`src/rtl/fb_port_arbiter_pkg.sv`:
```
// Shared Tron types: frame-buffer geometry and the port-arbiter state encoding.
package tron_types;

    localparam int FB_ADDR_W = 19;
    localparam int FB_DATA_W = 3;
    localparam int FB_WIDTH  = 320;
    localparam int FB_HEIGHT = 240;

    typedef enum logic [0:0] {
        DISP_PRI  = 1'b0,
        GAME_LOCK = 1'b1
    } ArbState;

endpackage

```
`src/rtl/fb_port_arbiter.sv`:
```
// Shares the single-port frame-buffer RAM between VGA scanout (priority) and game logic,
// with a starvation guarantee for the game and a short lock for read-modify-write pairs.
module fb_port_arbiter
    import tron_types::*;
#(
    parameter int ADDR_W       = FB_ADDR_W,
    parameter int DATA_W       = FB_DATA_W,
    parameter int STARVE_LIMIT = 3,
    parameter int LOCK_MAX     = 2
) (
    input  logic              clock,
    input  logic              reset,
    input  logic              disp_req,
    input  logic [ADDR_W-1:0] disp_addr,
    output logic              disp_gnt,
    output logic              disp_rvalid,
    output logic [DATA_W-1:0] disp_rdata,
    input  logic              gl_req,
    input  logic              gl_we,
    input  logic              gl_lock,
    input  logic [ADDR_W-1:0] gl_addr,
    input  logic [DATA_W-1:0] gl_wdata,
    output logic              gl_gnt,
    output logic              gl_rvalid,
    output logic [DATA_W-1:0] gl_rdata,
    input  logic [DATA_W-1:0] ram_read_data,
    output logic [ADDR_W-1:0] ram_address,
    output logic              ram_write_enabled,
    output logic [DATA_W-1:0] ram_write_data
);

    localparam int WAIT_W = $clog2(STARVE_LIMIT + 1);
    localparam int LOCK_W = $clog2(LOCK_MAX + 1);
    localparam logic [WAIT_W-1:0] WAIT_LIMIT = WAIT_W'(STARVE_LIMIT);
    localparam logic [LOCK_W-1:0] LOCK_LAST  = LOCK_W'(LOCK_MAX - 1);

    ArbState           state_reg, state_next;
    logic [WAIT_W-1:0] wait_cnt_reg, wait_cnt_next;
    logic [LOCK_W-1:0] lock_cnt_reg, lock_cnt_next;
    logic              disp_rvalid_reg, gl_rvalid_reg;

    always_comb begin
        state_next    = state_reg;
        lock_cnt_next = lock_cnt_reg;
        disp_gnt      = 1'b0;
        gl_gnt        = 1'b0;
        unique case (state_reg)
            DISP_PRI: begin
                if (wait_cnt_reg == WAIT_LIMIT) begin
                    gl_gnt = gl_req;
                end else begin
                    disp_gnt = disp_req;
                    gl_gnt   = gl_req & ~disp_req;
                end
                if (gl_gnt && !gl_we && gl_lock) begin
                    state_next    = GAME_LOCK;
                    lock_cnt_next = '0;
                end
            end
            GAME_LOCK: begin
                gl_gnt        = gl_req;
                lock_cnt_next = lock_cnt_reg + 1'b1;
                // The entry read already held the port once, so the forced release
                // looks at the count including this cycle.
                if (!gl_req || (gl_gnt && !gl_lock) || (lock_cnt_next >= LOCK_LAST)) begin
                    state_next = DISP_PRI;
                end
            end
            default: state_next = DISP_PRI;
        endcase
        if (reset) begin
            disp_gnt = 1'b0;
            gl_gnt   = 1'b0;
        end
    end

    always_comb begin
        wait_cnt_next = wait_cnt_reg;
        if (!gl_req || gl_gnt) begin
            wait_cnt_next = '0;
        end else if (wait_cnt_reg != WAIT_LIMIT) begin
            wait_cnt_next = wait_cnt_reg + 1'b1;
        end
    end

    always_ff @(posedge clock) begin
        if (reset) begin
            state_reg       <= DISP_PRI;
            wait_cnt_reg    <= '0;
            lock_cnt_reg    <= '0;
            disp_rvalid_reg <= 1'b0;
            gl_rvalid_reg   <= 1'b0;
        end else begin
            state_reg       <= state_next;
            wait_cnt_reg    <= wait_cnt_next;
            lock_cnt_reg    <= lock_cnt_next;
            disp_rvalid_reg <= disp_gnt;
            gl_rvalid_reg   <= gl_gnt & ~gl_we;
        end
    end

    assign ram_address       = gl_gnt ? gl_addr : (disp_gnt ? disp_addr : '0);
    assign ram_write_enabled = gl_gnt & gl_we;
    assign ram_write_data    = (gl_gnt | disp_gnt) ? gl_wdata : '0;

    // A read launched just before reset must not surface while reset is held.
    assign disp_rvalid = disp_rvalid_reg & ~reset;
    assign gl_rvalid   = gl_rvalid_reg & ~reset;
    assign disp_rdata  = ram_read_data;
    assign gl_rdata    = ram_read_data;

endmodule

```
`config.mk`:
```
export PLATFORM = sky130hd
export DESIGN_NAME = fb_port_arbiter
export DESIGN_NICKNAME = d
export VERILOG_FILES = /design/src/rtl/fb_port_arbiter_pkg.sv /design/src/rtl/fb_port_arbiter.sv
export SDC_FILE = /design/constraint.sdc
export NUM_CORES = 1
export LEC_CHECK = 0
export BUFFER_PORTS_ARGS = -buffer_cell sky130_fd_sc_hd__buf_2
export CAP_MARGIN = 40
export CORE_MARGIN = 2
export CORE_UTILIZATION = 31
export CTS_BUF_LIST = sky130_fd_sc_hd__clkbuf_8
export CTS_CLUSTER_DIAMETER = 30
export CTS_CLUSTER_SIZE = 28
export DETAILED_ROUTE_END_ITERATION = 6
export MAX_ROUTING_LAYER = met4
export PLACE_DENSITY = 0.82
export SYNTH_ARGS = -nofsm -noshare
export SYNTH_HDL_FRONTEND = slang
export SYNTH_SLANG_ARGS = --single-unit
```
`constraint.sdc`:
```
create_clock -name clock -period 1.8 [get_ports clock]
set_input_delay 0 -clock clock [delete_from_list [all_inputs] [get_ports clock]]
set_output_delay 0 -clock clock [all_outputs]
set_load 0.02 [all_outputs]
```
==> reports/metrics.csv, run 1 <==
metric,value,unit
Setup Skew,0.0005864,ns
Pwr Total,0.0006278,W
mean instance size in the synthesized netlist,8.929,sq um
effective utilization at floorplan,0.3340,
area of the multi-input gates,386.6,sq um
clock root buffer master,sky130_fd_sc_hd__clkbuf_8,
setup repair after global routing missed its margin,yes,
Syn. warnings,0,
gpl congestion,0.8217,
Hold Crit Endpoint,disp_rdata[2],
Worst Tran Pin Value,0.2324,ns
post-layout instance count excluding filler cells,163,
FF/Latch Area,141.4,sq um
number of distinct library cells after synthesis,23,
total setup violations reported at the end of the flow,0,
wire length of the first global-routing pass,2918,um
worst min-delay path class,in2out,
pins over their slew limit,0,
"leading cell type in the layout, fill and taps excluded",sky130_fd_sc_hd__buf_2,
Residual DRC,0,
Slowest Stage Delay on Critical Path,0.42,ns
CP Data Required Time,1.80,ns
DR WL/cell,15.92,um
Setup CP Type,reg2out,
height of the die,47.60,um
initial antenna violation count,0,
clock sink count,7,
number of maximum-capacitance constraint violations,0,
number of vias in the routed layout,829,
placed cell count,154,
total die area,0.002266,sq mm
antenna violation net count after detailed routing,0,
"Critical Path, Cell by Cell","ha_4, or3b_4, nor2_4, clkbuf_16, a22o_1, buf_6",
total leakage power,0.6159,nW
I/O pins,83,
arrival time worst endpoint,1.80,ns
instance count along the most critical hold path,0,
crit path max fanout,6,
detailed-route vias per instance,5.086,
Worst-path clk slew,0.04,ns
Post-Syn Nets,118,
vias in the first global route,721,
number of buffers on the longest clock path,2,
Clock Latency Late Sink,0.23,ns
pin count of the biggest net entering global routing,21,
Synth Register Bits,7,
final routed wirelength across all metal layers,2595,um
maximum clock frequency,0.5557,GHz
1st-iter DRT viols,17,
Synth Instances,66,
die width,47.60,um
Final Cycle Share,0.9998,
outcome,"finished, final reports clean",
type of destination of the critical path,output port,
Filler cells,159,
Worst Reg2Reg Path Length in Cells,4,
power density cells,541.9,mW/mm^2
clock period minus worst slack,1.800,ns
highest-count cells in the layout ignoring fill and taps,"sky130_fd_sc_hd__buf_2 (54), sky130_fd_sc_hd__a22o_1 (20), sky130_fd_sc_hd__buf_6 (17), sky130_fd_sc_hd__dfxtp_1 (6)",
number of optimization iterations in the first detailed-route pass,4,
slowest stage cell on the critical path,sky130_fd_sc_hd__or3b_4,
Port-buffer cells,73,
GR Util All Layers,0.1903,
GRT overflow,0,
area of the core,0.001764,sq mm
maximum level of the CTS H-tree,1,
layout overhead on the synthesized area,96.60,%
share of final-layout standard cells stronger than drive strength 1,0.6232,
Netlist Area Pre-Place,589.3,sq um
number of nets in the layout,191,
number of placement rows,15,
final antenna diode count,0,
Critical Path Source Type,register,
endpoint of the lowest-slack register-to-register path,gl_rvalid_reg,
Slew headroom,0.8451,
clock tree from TritonCTS,done,
R2R setup slack,0.43,ns
post-synthesis sequential area ratio,0.2378,
clock buffers created by TritonCTS,3,
start point of the worst min-delay path,ram_read_data[2],
maximum vdd drop,0.4275,mV
Reg-to-Reg Start,wait_cnt_reg[0],
Hold Fails Final Rpt,0,
-- power by group --
part           switching, W  internal [W]  leakage (nW)
Combinational      0.000119      0.000131         0.532
Sequential       0.00000260      0.000160        0.0574
Clock             0.0000681      0.000147        0.0269
-- final cells by class --
class,instances,area share
Clock buffer,3,0.03564
Inverter,2,0.006479
Clock inverter,1,0.003240
Multi-Input combinational cell,47,0.3337
Timing Repair Buffer,78,0.4719
Tap cell,25,0.02700
Sequential cell,7,0.1220
-- per-layer routing --
metal | GRT usage | part of all wire | vias to the layer above
li1 | - | - | 394
met1 | 0.1723 | 0.35 | 372
met2 | 0.3622 | 0.54 | 59
met3 | 0.04906 | 0.10 | 4
met4 | 0.09189 | 0.012 | 0
met5 | - | 0 | -
-- cell usage after synthesis --
master	n	area, sq um
sky130_fd_sc_hd__a21oi_1	2	10.01
sky130_fd_sc_hd__dfxtp_1	7	140.1
sky130_fd_sc_hd__and3_4	1	11.26
sky130_fd_sc_hd__nor3b_1	2	15.01
sky130_fd_sc_hd__nor2_1	2	7.510
sky130_fd_sc_hd__buf_4	7	52.55
sky130_fd_sc_hd__inv_1	2	7.510
sky130_fd_sc_hd__and3_1	1	6.260
sky130_fd_sc_hd__and2_1	4	25.02
sky130_fd_sc_hd__a22o_1	20	175.2
sky130_fd_sc_hd__nor2b_1	4	25.02
sky130_fd_sc_hd__buf_6	2	22.52
sky130_fd_sc_hd__a32o_1	1	10.01
sky130_fd_sc_hd__clkbuf_1	1	3.750
sky130_fd_sc_hd__nor4_1	1	6.260
sky130_fd_sc_hd__or3_1	1	6.260
sky130_fd_sc_hd__buf_2	1	5.000
sky130_fd_sc_hd__or4_1	1	7.510
sky130_fd_sc_hd__nor2_2	1	6.260
sky130_fd_sc_hd__or3b_4	1	11.26
sky130_fd_sc_hd__nand2_1	1	3.750
sky130_fd_sc_hd__nand4_1	1	6.260
sky130_fd_sc_hd__ha_1	2	25.02
-- what timing repair did --
| action | 4_1_cts | 5_1_grt |
|---|---|---|
| setup endpoints to repair | 20 | 22 |
| endpoints found under the hold margin | 1 | 0 |
| pin swaps | 2 | 5 |
| setup buffers | 0 | 1 |
| cloned | 1 | 2 |
| resized for setup | 5 | 35 |
| hold buffers | 1 | 0 |
-- how the worst max path moves through the flow --
stage / start / to / depth (start not counted)
global placement: wait_cnt_reg[0] / ram_address[4] / 5
global route: wait_cnt_reg[0] / ram_address[12] / 6
floorplan: wait_cnt_reg[0] / ram_address[10] / 5
finish: wait_cnt_reg[0] / ram_address[2] / 6
CTS: wait_cnt_reg[0] / ram_address[16] / 6
detailed placement: wait_cnt_reg[0] / ram_address[4] / 6
-- kinds of logic after synthesis --
logic type               count (synthesis)  synth area share
AND/OR/NAND/NOR                         21            0.2336
adder cells (fa/ha/maj)                  2           0.04246
buffers and inverters                   13            0.1550
AO/OA/AOI/OAI                           23            0.3312
flip-flops                               7            0.2378
-- metrics by stage --
stage | util | instance area [sq um] | hold WS [ns] | setup slack, ns | TNS, ns
finish | 0.6567 | 1159 | 0.00007432 | 0.0003129 | 0
global route | 0.6567 | 1159 | 0.0001596 | -0.04966 | -0.3695
CTS | 0.5674 | 1001 | 0.0002111 | 0.006383 | 0
detailed placement | 0.5227 | 922.1 | 0.0002111 | 0.1924 | 0
global placement | 0.5227 | 922.1 | 0.0002111 | 0.2715 | 0
floorplan | - | 589.3 | 0.07161 | 0.2996 | 0
-- worst max-delay path, delay by kind of cell (launching register included) --
| kind | cells | cell delay [ns] |
|---|---|---|
| flops | 1 | 0.33 |
| compound gates | 1 | 0.15 |
| simple gates | 2 | 0.62 |
| fa+ha+maj | 1 | 0.16 |
| buf+inv | 2 | 0.31 |
Note: power is estimated with default switching activity, not from simulation.
==> run 2, diff against run 1 <==
--- a/config.mk
+++ b/config.mk
@@ -5,16 +5,18 @@
 export SDC_FILE = /design/constraint.sdc
 export NUM_CORES = 1
 export LEC_CHECK = 0
+export ABC_AREA = 1
 export BUFFER_PORTS_ARGS = -buffer_cell sky130_fd_sc_hd__buf_2
 export CAP_MARGIN = 40
 export CORE_MARGIN = 2
-export CORE_UTILIZATION = 31
+export CORE_UTILIZATION = 33
 export CTS_BUF_LIST = sky130_fd_sc_hd__clkbuf_8
 export CTS_CLUSTER_DIAMETER = 30
 export CTS_CLUSTER_SIZE = 28
 export DETAILED_ROUTE_END_ITERATION = 6
 export MAX_ROUTING_LAYER = met4
-export PLACE_DENSITY = 0.82
+export PLACE_DENSITY = 0.81
+export SETUP_SLACK_MARGIN = 0.02
 export SYNTH_ARGS = -nofsm -noshare
 export SYNTH_HDL_FRONTEND = slang
 export SYNTH_SLANG_ARGS = --single-unit
==> run 2 against run 1 <==
Net effect: final cell count is 29% higher; largest cell class is now multi-input combinational cells; synthesized cell count is 74% higher; worst setup slack better by 0.25 ns; utilization is 12 points lower; via count is 6.2% higher; largest power group is now clock; sequential power hardly changed; critical path depth is 1 higher; non-clock buffer count is 4 lower; flip-flop and latch count stayed put; design area is 9.7% lower; fmax is 16% higher.
==> reports/metrics.csv, run 2 <==
metric,value,unit,change
combinational cell fraction of total power,0.346,,-0.052
"synthesized-area fraction occupied by ao, oa, aoi and oai cells",0.07353,,-0.2577
Final Cycle Share,0.8632,,-0.1366
Critical Path Source Type,register,,
clock buffers created by TritonCTS,3,,unchanged
clock root buffer master,sky130_fd_sc_hd__clkbuf_8,,
switching share of power,0.3222,,+0.02022
number of distinct library cells after synthesis,20,,-13%
sum of negative setup slack,0,ns,unchanged
height of the die,49.42,um,+3.8%
outcome,"finished, final reports clean",,
post-placement setup slack,0.4214,ns,+0.2290 ns
number of buffers on the longest clock path,2,,unchanged
number of nets in the layout,236,,+24%
antenna violation net count after detailed routing,0,,unchanged
simple-gate share of the synthesized area,0.4798,,+0.2462
Worst Tran Pin Value,0.2505,ns,+0.01812 ns
total die area,0.002442,sq mm,+7.8%
number of synthesized flops with an enable pin,0,,unchanged
gpl congestion,0.7481,,-9.0%
setup repair bufs after CTS,0,,unchanged
final routed wirelength across all metal layers,2055,um,-21%
Residual DRC,0,,unchanged
post-synthesis sequential area ratio,0.2059,,-0.03191
Syn. warnings,0,,unchanged
Worst Reg2Reg Path Length in Cells,7,,+3
final hold slack,0.0003705,ns,+0.0002962 ns
Post-Syn Nets,167,,+42%
power share of the clock group,0.369,,+0.026
instance count along the most critical hold path,0,,unchanged
start point of the worst min-delay path,ram_read_data[1],,
pin count of the biggest net entering global routing,21,,unchanged
area of the core,0.001962,sq mm,+11%
"leading cell type in the layout, fill and taps excluded",sky130_fd_sc_hd__buf_2,,
Slew headroom,0.8328,,-0.01227
share of final-layout standard cells stronger than drive strength 1,0.4699,,-0.1532
number of placement rows,16,,+1
total leakage power,0.6976,nW,+13%
detailed-route vias per instance,4.190,,-18%
cell-internal power,0.0003899,W,-11%
multiplexer area fraction after synthesis,0,,unchanged
Filler cells,217,,+36%
Setup Skew,0.001890,ns,+0.001303 ns
Hold Fails Final Rpt,0,,unchanged
HPWL after DPL,1641,um,
final antenna diode count,0,,unchanged
Setup CP Type,reg2out,,
type of destination of the critical path,output port,,
top flip-flop cell by instance count after synthesis,sky130_fd_sc_hd__dfxtp_1,,
launch point of the critical path,wait_cnt_reg[0],,
maximum level of the CTS H-tree,1,,unchanged
commonest cells in the netlist,"sky130_fd_sc_hd__nand2_1 (65), sky130_fd_sc_hd__dfxtp_1 (7), sky130_fd_sc_hd__buf_4 (6), sky130_fd_sc_hd__inv_2 (5), sky130_fd_sc_hd__nor2_1 (5)",,
highest-count cells in the layout ignoring fill and taps,"sky130_fd_sc_hd__buf_2 (73), sky130_fd_sc_hd__nand2_1 (65), sky130_fd_sc_hd__dfxtp_1 (7), sky130_fd_sc_hd__inv_1 (5), sky130_fd_sc_hd__nor2_1 (5)",,
number of vias in the routed layout,880,,+6.2%
maximum vdd drop,0.3985,mV,-6.8%
Synth Instances,115,,+74%
Clock Latency Late Sink,0.22,ns,about the same
DR WL/cell,9.786,um,-39%
die width,49.42,um,+3.8%
Switching Power,0.0001853,W,-2.2%
setup repair after global routing missed its margin,no,,
GRT overflow,0,,unchanged
power density cells,550.0,mW/mm^2,+1.5%
vias in the first global route,808,,+12%
Worst-path clk slew,0.04,ns,about the same
clock sink count,7,,unchanged
number of optimization iterations in the first detailed-route pass,2,,-2
mean instance size in the synthesized netlist,5.919,sq um,-34%
layout overhead on the synthesized area,53.68,%,
register share of total power,0.285,,+0.026
GR Util All Layers,0.1745,,-0.01587
adder-cell share of the synthesized area,0.03676,,-0.005698
ranking of synthesized cells by area,"sky130_fd_sc_hd__nand2_1 (36%), sky130_fd_sc_hd__dfxtp_1 (21%), sky130_fd_sc_hd__buf_4 (6.6%)",,
Pwr Total,0.0005753,W,-8.4%
initial antenna violation count,0,,unchanged
number of maximum-capacitance constraint violations,0,,unchanged
post-route core utilization,0.5332,,-0.1236
Synth Register Bits,7,,unchanged
wire length of the first global-routing pass,3215,um,+10%
Netlist Area Pre-Place,680.7,sq um,+15%
"count leader, synth",sky130_fd_sc_hd__nand2_1,,
pins over their slew limit,0,,unchanged
xor and xnor area share after synthesis,0.01287,,+0.01287
arrival time worst endpoint,1.55,ns,-0.25 ns
dominant combinational cell family by area after synthesis,simple AND/OR/NAND/NOR gates,,
worst min-delay path class,in2out,,
clock tree from TritonCTS,done,,
maximum clock frequency,0.6436,GHz,+16%
post-route worst setup slack,0.2462,ns,+0.2459 ns
effective utilization at floorplan,0.3469,,+0.01290
proportion of netlist area held by the largest area contributor,0.3585,,+0.06122
total setup violations reported at the end of the flow,0,,unchanged
crit path max fanout,20,,+14
Port-buffer cells,73,,unchanged
I/O pins,83,,unchanged
Synth area leader,sky130_fd_sc_hd__nand2_1,,
CP Data Required Time,1.80,ns,about the same
1st-iter DRT viols,7,,-10
clock period minus worst slack,1.554,ns,-0.2459 ns
Reg-to-Reg Start,wait_cnt_reg[0],,
proportion of synthesized flip-flops having asynchronous set or reset,0,,unchanged
-- run 2: cell count changes after synthesis, moves of 3 or more --
cell / delta
sky130_fd_sc_hd__nor2b_1: -4
sky130_fd_sc_hd__a21boi_0: +3
sky130_fd_sc_hd__inv_2: +5
sky130_fd_sc_hd__nor2_1: +3
sky130_fd_sc_hd__nand2_1: +64
sky130_fd_sc_hd__and2_1: -4
sky130_fd_sc_hd__a22o_1: -20
-- run 2: area by class of cell --
cell class | instances | area (sq um) | area share
repair buffers | 74 | 375.4 | 0.3589
clock buffers | 3 | 41.29 | 0.03947
clock inverters | 1 | 3.754 | 0.003589
well taps | 27 | 33.78 | 0.03230
flip-flops and latches | 7 | 140.1 | 0.1340
inverters | 10 | 41.29 | 0.03947
multi-input cells | 88 | 410.4 | 0.3923
-- run 2: final timing paths --
| path | slack (ns) | to |
|---|---|---|
| worst min register to register | 0.47 | lock_cnt_reg[0] |
| worst min-delay path | 0.0004 | disp_rdata[1] |
| worst max register to register | 0.71 | state_reg |
| worst max-delay path | 0.25 | ram_address[5] |
-- run 2: logic make-up after synthesis --
kind of cell             after synthesis
AND/OR/NAND/NOR                       77
buffers and inverters                 20
AO/OA/AOI/OAI                          8
flip-flops                             7
adder cells (fa/ha/maj)                2
XOR/XNOR                               1
-- run 2: what timing repair did --
action | CTS | global route
hold buffers | 1 | 0
setup endpoints to repair | 0 | 2
gates resized for setup | 0 | 1
endpoints found under the hold margin | 1 | 0
-- run 2: per-stage QoR --
stage / instance area, sq um / cells
after floorplan: 680.7 / 115
after global placement: 989.7 / 205
after detailed placement: 989.7 / 205
after CTS: 1045 / 210
after global routing: 1046 / 210
final: 1046 / 210
-- run 2: per-layer routing --
layer  part of all wire  up-vias  global-route usage
met5                  0        -                   -
met4              0.010        0             0.06944
met3               0.10        4             0.06748
met2               0.47       42              0.3086
met1               0.42      352              0.1707
li1                   -      482                   -
-- run 2: power by group through the flow --
stage	clock, W	combinational [W]	sequential [W]
5_1_grt	0.000234	0.000219	0.000164
3_5_place_dp	0	0.000197	0.000166
6_report	0.000213	0.000199	0.000164
4_1_cts	0.000223	0.000200	0.000164
3_3_place_gp	0	0.000197	0.000166
2_1_floorplan	0	0.000134	0.000166
-- run 2: worst max-delay path, cell delays in order, from the launching register on --
cell and delay, ns:
sky130_fd_sc_hd__dfxtp_1 0.31, sky130_fd_sc_hd__ha_1 0.24, sky130_fd_sc_hd__inv_2 0.11, sky130_fd_sc_hd__nand4_4 0.12, sky130_fd_sc_hd__clkinv_2 0.23, sky130_fd_sc_hd__nand2_1 0.10, sky130_fd_sc_hd__nand2_1 0.06, sky130_fd_sc_hd__buf_2 0.15
==> run 3, diff against run 2 <==
--- a/config.mk
+++ b/config.mk
@@ -12,11 +12,10 @@
 export CORE_UTILIZATION = 33
 export CTS_BUF_LIST = sky130_fd_sc_hd__clkbuf_8
 export CTS_CLUSTER_DIAMETER = 30
-export CTS_CLUSTER_SIZE = 28
 export DETAILED_ROUTE_END_ITERATION = 6
 export MAX_ROUTING_LAYER = met4
 export PLACE_DENSITY = 0.81
-export SETUP_SLACK_MARGIN = 0.02
+export SETUP_SLACK_MARGIN = 0.2
 export SYNTH_ARGS = -nofsm -noshare
 export SYNTH_HDL_FRONTEND = slang
 export SYNTH_SLANG_ARGS = --single-unit
==> constraint.sdc (replaced) <==
create_clock -name clock -period 1.8 [get_ports clock]
set_input_delay 0.18 -clock clock [delete_from_list [all_inputs] [get_ports clock]]
set_output_delay 0.18 -clock clock [all_outputs]
set_load 0.02 [all_outputs]
==> run 3 against run 2 <==
Net effect: worst setup slack got worse by 0.058 ns; count of clock-buffer cells in the layout did not move; die area did not move; critical endpoint is now ram_write_data[0]; largest cell class is now buffers.
==> reports/metrics.csv, run 3 (synthesis gave the netlist of run 2 again) <==
metric,value,unit,change
area of the core,0.001962,sq mm,unchanged
number of placement rows,16,,unchanged
HPWL after DPL,1689,um,+2.9%
maximum clock frequency,0.6204,GHz,-3.6%
clock root buffer master,sky130_fd_sc_hd__clkbuf_8,,
wire length of the first global-routing pass,3594,um,+12%
power share of the clock group,0.342,,-0.027
switching share of power,0.3221,,about the same
endpoint of the lowest-slack register-to-register path,wait_cnt_reg[1],,
combinational cell fraction of total power,0.386,,+0.040
crit path max fanout,7,,-65%
"Critical Path, Cell by Cell","ha_4, inv_4, nand4_4, a21boi_0, buf_2",,
outcome,"finished, final reports clean",,
number of buffers on the longest clock path,2,,unchanged
share of final-layout standard cells stronger than drive strength 1,0.5585,,+0.08857
worst min-delay path class,in2reg,,
Worst Tran Pin Value,0.2253,ns,-0.02524 ns
cell-internal power,0.0004100,W,+5.2%
"leading cell type in the layout, fill and taps excluded",sky130_fd_sc_hd__buf_2,,
total die area,0.002442,sq mm,unchanged
effective utilization at floorplan,0.3469,,unchanged
total leakage power,0.7302,nW,+4.7%
sum of negative setup slack,0,ns,unchanged
DR WL/cell,10.88,um,+11%
Setup CP Type,reg2out,,
vias in the first global route,864,,+6.9%
highest-count cells in the layout ignoring fill and taps,"sky130_fd_sc_hd__buf_2 (64), sky130_fd_sc_hd__nand2_1 (55), sky130_fd_sc_hd__nand2_2 (10), sky130_fd_sc_hd__buf_6 (9)",,
power density cells,509.4,mW/mm^2,-7.4%
clock tree from TritonCTS,done,,
Setup Skew,0.002669,ns,+0.0007793 ns
Hold Crit Endpoint,gl_rvalid_reg,,
Worst-path clk slew,0.04,ns,about the same
number of nets in the layout,241,,+2.1%
Residual DRC,0,,unchanged
gpl congestion,0.7496,,+0.20%
I/O pins,83,,unchanged
antenna violation net count after detailed routing,0,,unchanged
type of destination of the critical path,output port,,
clock sink count,7,,unchanged
maximum level of the CTS H-tree,1,,unchanged
slowest stage cell on the critical path,sky130_fd_sc_hd__dfxtp_2,,
GRT overflow,0,,unchanged
Worst Reg2Reg Path Length in Cells,5,,-2
Slew headroom,0.8495,,+0.01673
CP Data Required Time,1.62,ns,-0.18 ns
hold-fix buffers at CTS,0,,-1
instance count along the most critical hold path,2,,+2
number of maximum-capacitance constraint violations,0,,unchanged
setup repair after global routing missed its margin,yes,,
clock buffers created by TritonCTS,3,,unchanged
height of the die,49.42,um,unchanged
area post-placement,989.7,sq um,unchanged
start point of the worst min-delay path,gl_we,,
Pwr Total,0.0006049,W,+5.2%
maximum vdd drop,0.5630,mV,+41%
R2R setup slack,0.58,ns,-0.13 ns
final antenna diode count,0,,unchanged
Final Cycle Share,0.8956,,+0.03232
register share of total power,0.272,,-0.013
Port-buffer cells,73,,unchanged
number of vias in the routed layout,947,,+7.6%
1st-iter DRT viols,19,,+12
die width,49.42,um,unchanged
Reg-to-Reg Start,wait_cnt_reg[0],,
Switching Power,0.0001949,W,+5.1%
arrival time worst endpoint,1.43,ns,-0.12 ns
clock period minus worst slack,1.612,ns,+0.05818 ns
GR Util All Layers,0.1905,,+0.01608
Slowest Stage Delay on Critical Path,0.33,ns,+0.02 ns
pin count of the biggest net entering global routing,21,,unchanged
detailed-route vias per instance,4.405,,+5.1%
post-route cell area,0.001187,sq mm,+14%
Hold Fails Final Rpt,0,,unchanged
Critical Path Source Type,register,,
total setup violations reported at the end of the flow,0,,unchanged
final routed wirelength across all metal layers,2340,um,+14%
initial antenna violation count,0,,unchanged
post-route core utilization,0.6052,,+0.07207
layout overhead on the synthesized area,74.45,%,
pins over their slew limit,0,,unchanged
Clock Latency Late Sink,0.22,ns,about the same
number of optimization iterations in the first detailed-route pass,4,,+2
==> run 3: changes by cell type in the layout (fill, tap and decap cells not counted), sizes merged <==
| cell | delta |
|---|---|
| buf | +4 |
| inv | +2 |
| clkinv | -1 |
| clkinvlp | +1 |
| dlygate4sd3 | -1 |
==> run 3: area by class of cell <==
type	instances	area (sq um)
clock inverter	1	3.754
clock buffer	3	41.29
tap	27	33.78
timing repair inverter	2	13.76
multi-input combinational	88	447.9
timing repair buffer	77	451.7
sequential	7	142.6
fill	191	774.5
inverter	10	52.55
==> run 3: critical path, delay by kind of cell (launching register included) <==
family                   cells  cell delay, ns
flip-flops                   1            0.33
buffers and inverters        2            0.27
AO/OA/AOI/OAI                1            0.27
AND/OR/NAND/NOR              1            0.19
adder cells (fa/ha/maj)      1            0.16
==> run 3: repair_timing <==
item / in CTS / in global routing
pin swaps: 1 / 6
setup endpoints to repair: 21 / 23
buffers inserted: 2 / 2
gates cloned: 2 / 0
resized for setup: 14 / 23
==> run 3: per-stage QoR <==
step / worst slack (ns) / std cells / hold slack [ns]
after floorplan: 0.3464 / 115 / 0.2491
after global placement: 0.2779 / 205 / 0.3606
after detailed placement: 0.2372 / 205 / 0.3606
after CTS: 0.2058 / 213 / 0.1474
after global routing: 0.1170 / 215 / 0.1611
final: 0.1880 / 215 / 0.1514
==> run 3: per-layer routing <==
layer / share of wire / up-vias / global-route usage
li1: - / 490 / -
met1: 0.37 / 408 / 0.1903
met2: 0.53 / 45 / 0.3536
met3: 0.093 / 4 / 0.05521
met4: 0.011 / 0 / 0.06019
met5: 0 / - / -
==> run 3: worst max-delay path by stage <==
stage,startpoint,to,slack [ns],cells after the start
2_1_floorplan,wait_cnt_reg[0],ram_write_data[0],0.35,5
3_3_place_gp,wait_cnt_reg[0],ram_address[5],0.28,7
3_5_place_dp,wait_cnt_reg[0],ram_address[11],0.24,7
4_1_cts,wait_cnt_reg[0],ram_write_data[0],0.21,5
5_1_grt,wait_cnt_reg[0],ram_address[12],0.12,7
6_report,wait_cnt_reg[0],ram_write_data[0],0.19,5
==> run 3: power by group through the flow <==
stage | combinational [W] | clock (W) | sequential (W)
floorplan | 0.000134 | 0 | 0.000166
global placement | 0.000197 | 0 | 0.000166
detailed placement | 0.000198 | 0 | 0.000166
CTS | 0.000213 | 0.000214 | 0.000165
global route | 0.000255 | 0.000224 | 0.000165
finish | 0.000234 | 0.000207 | 0.000165
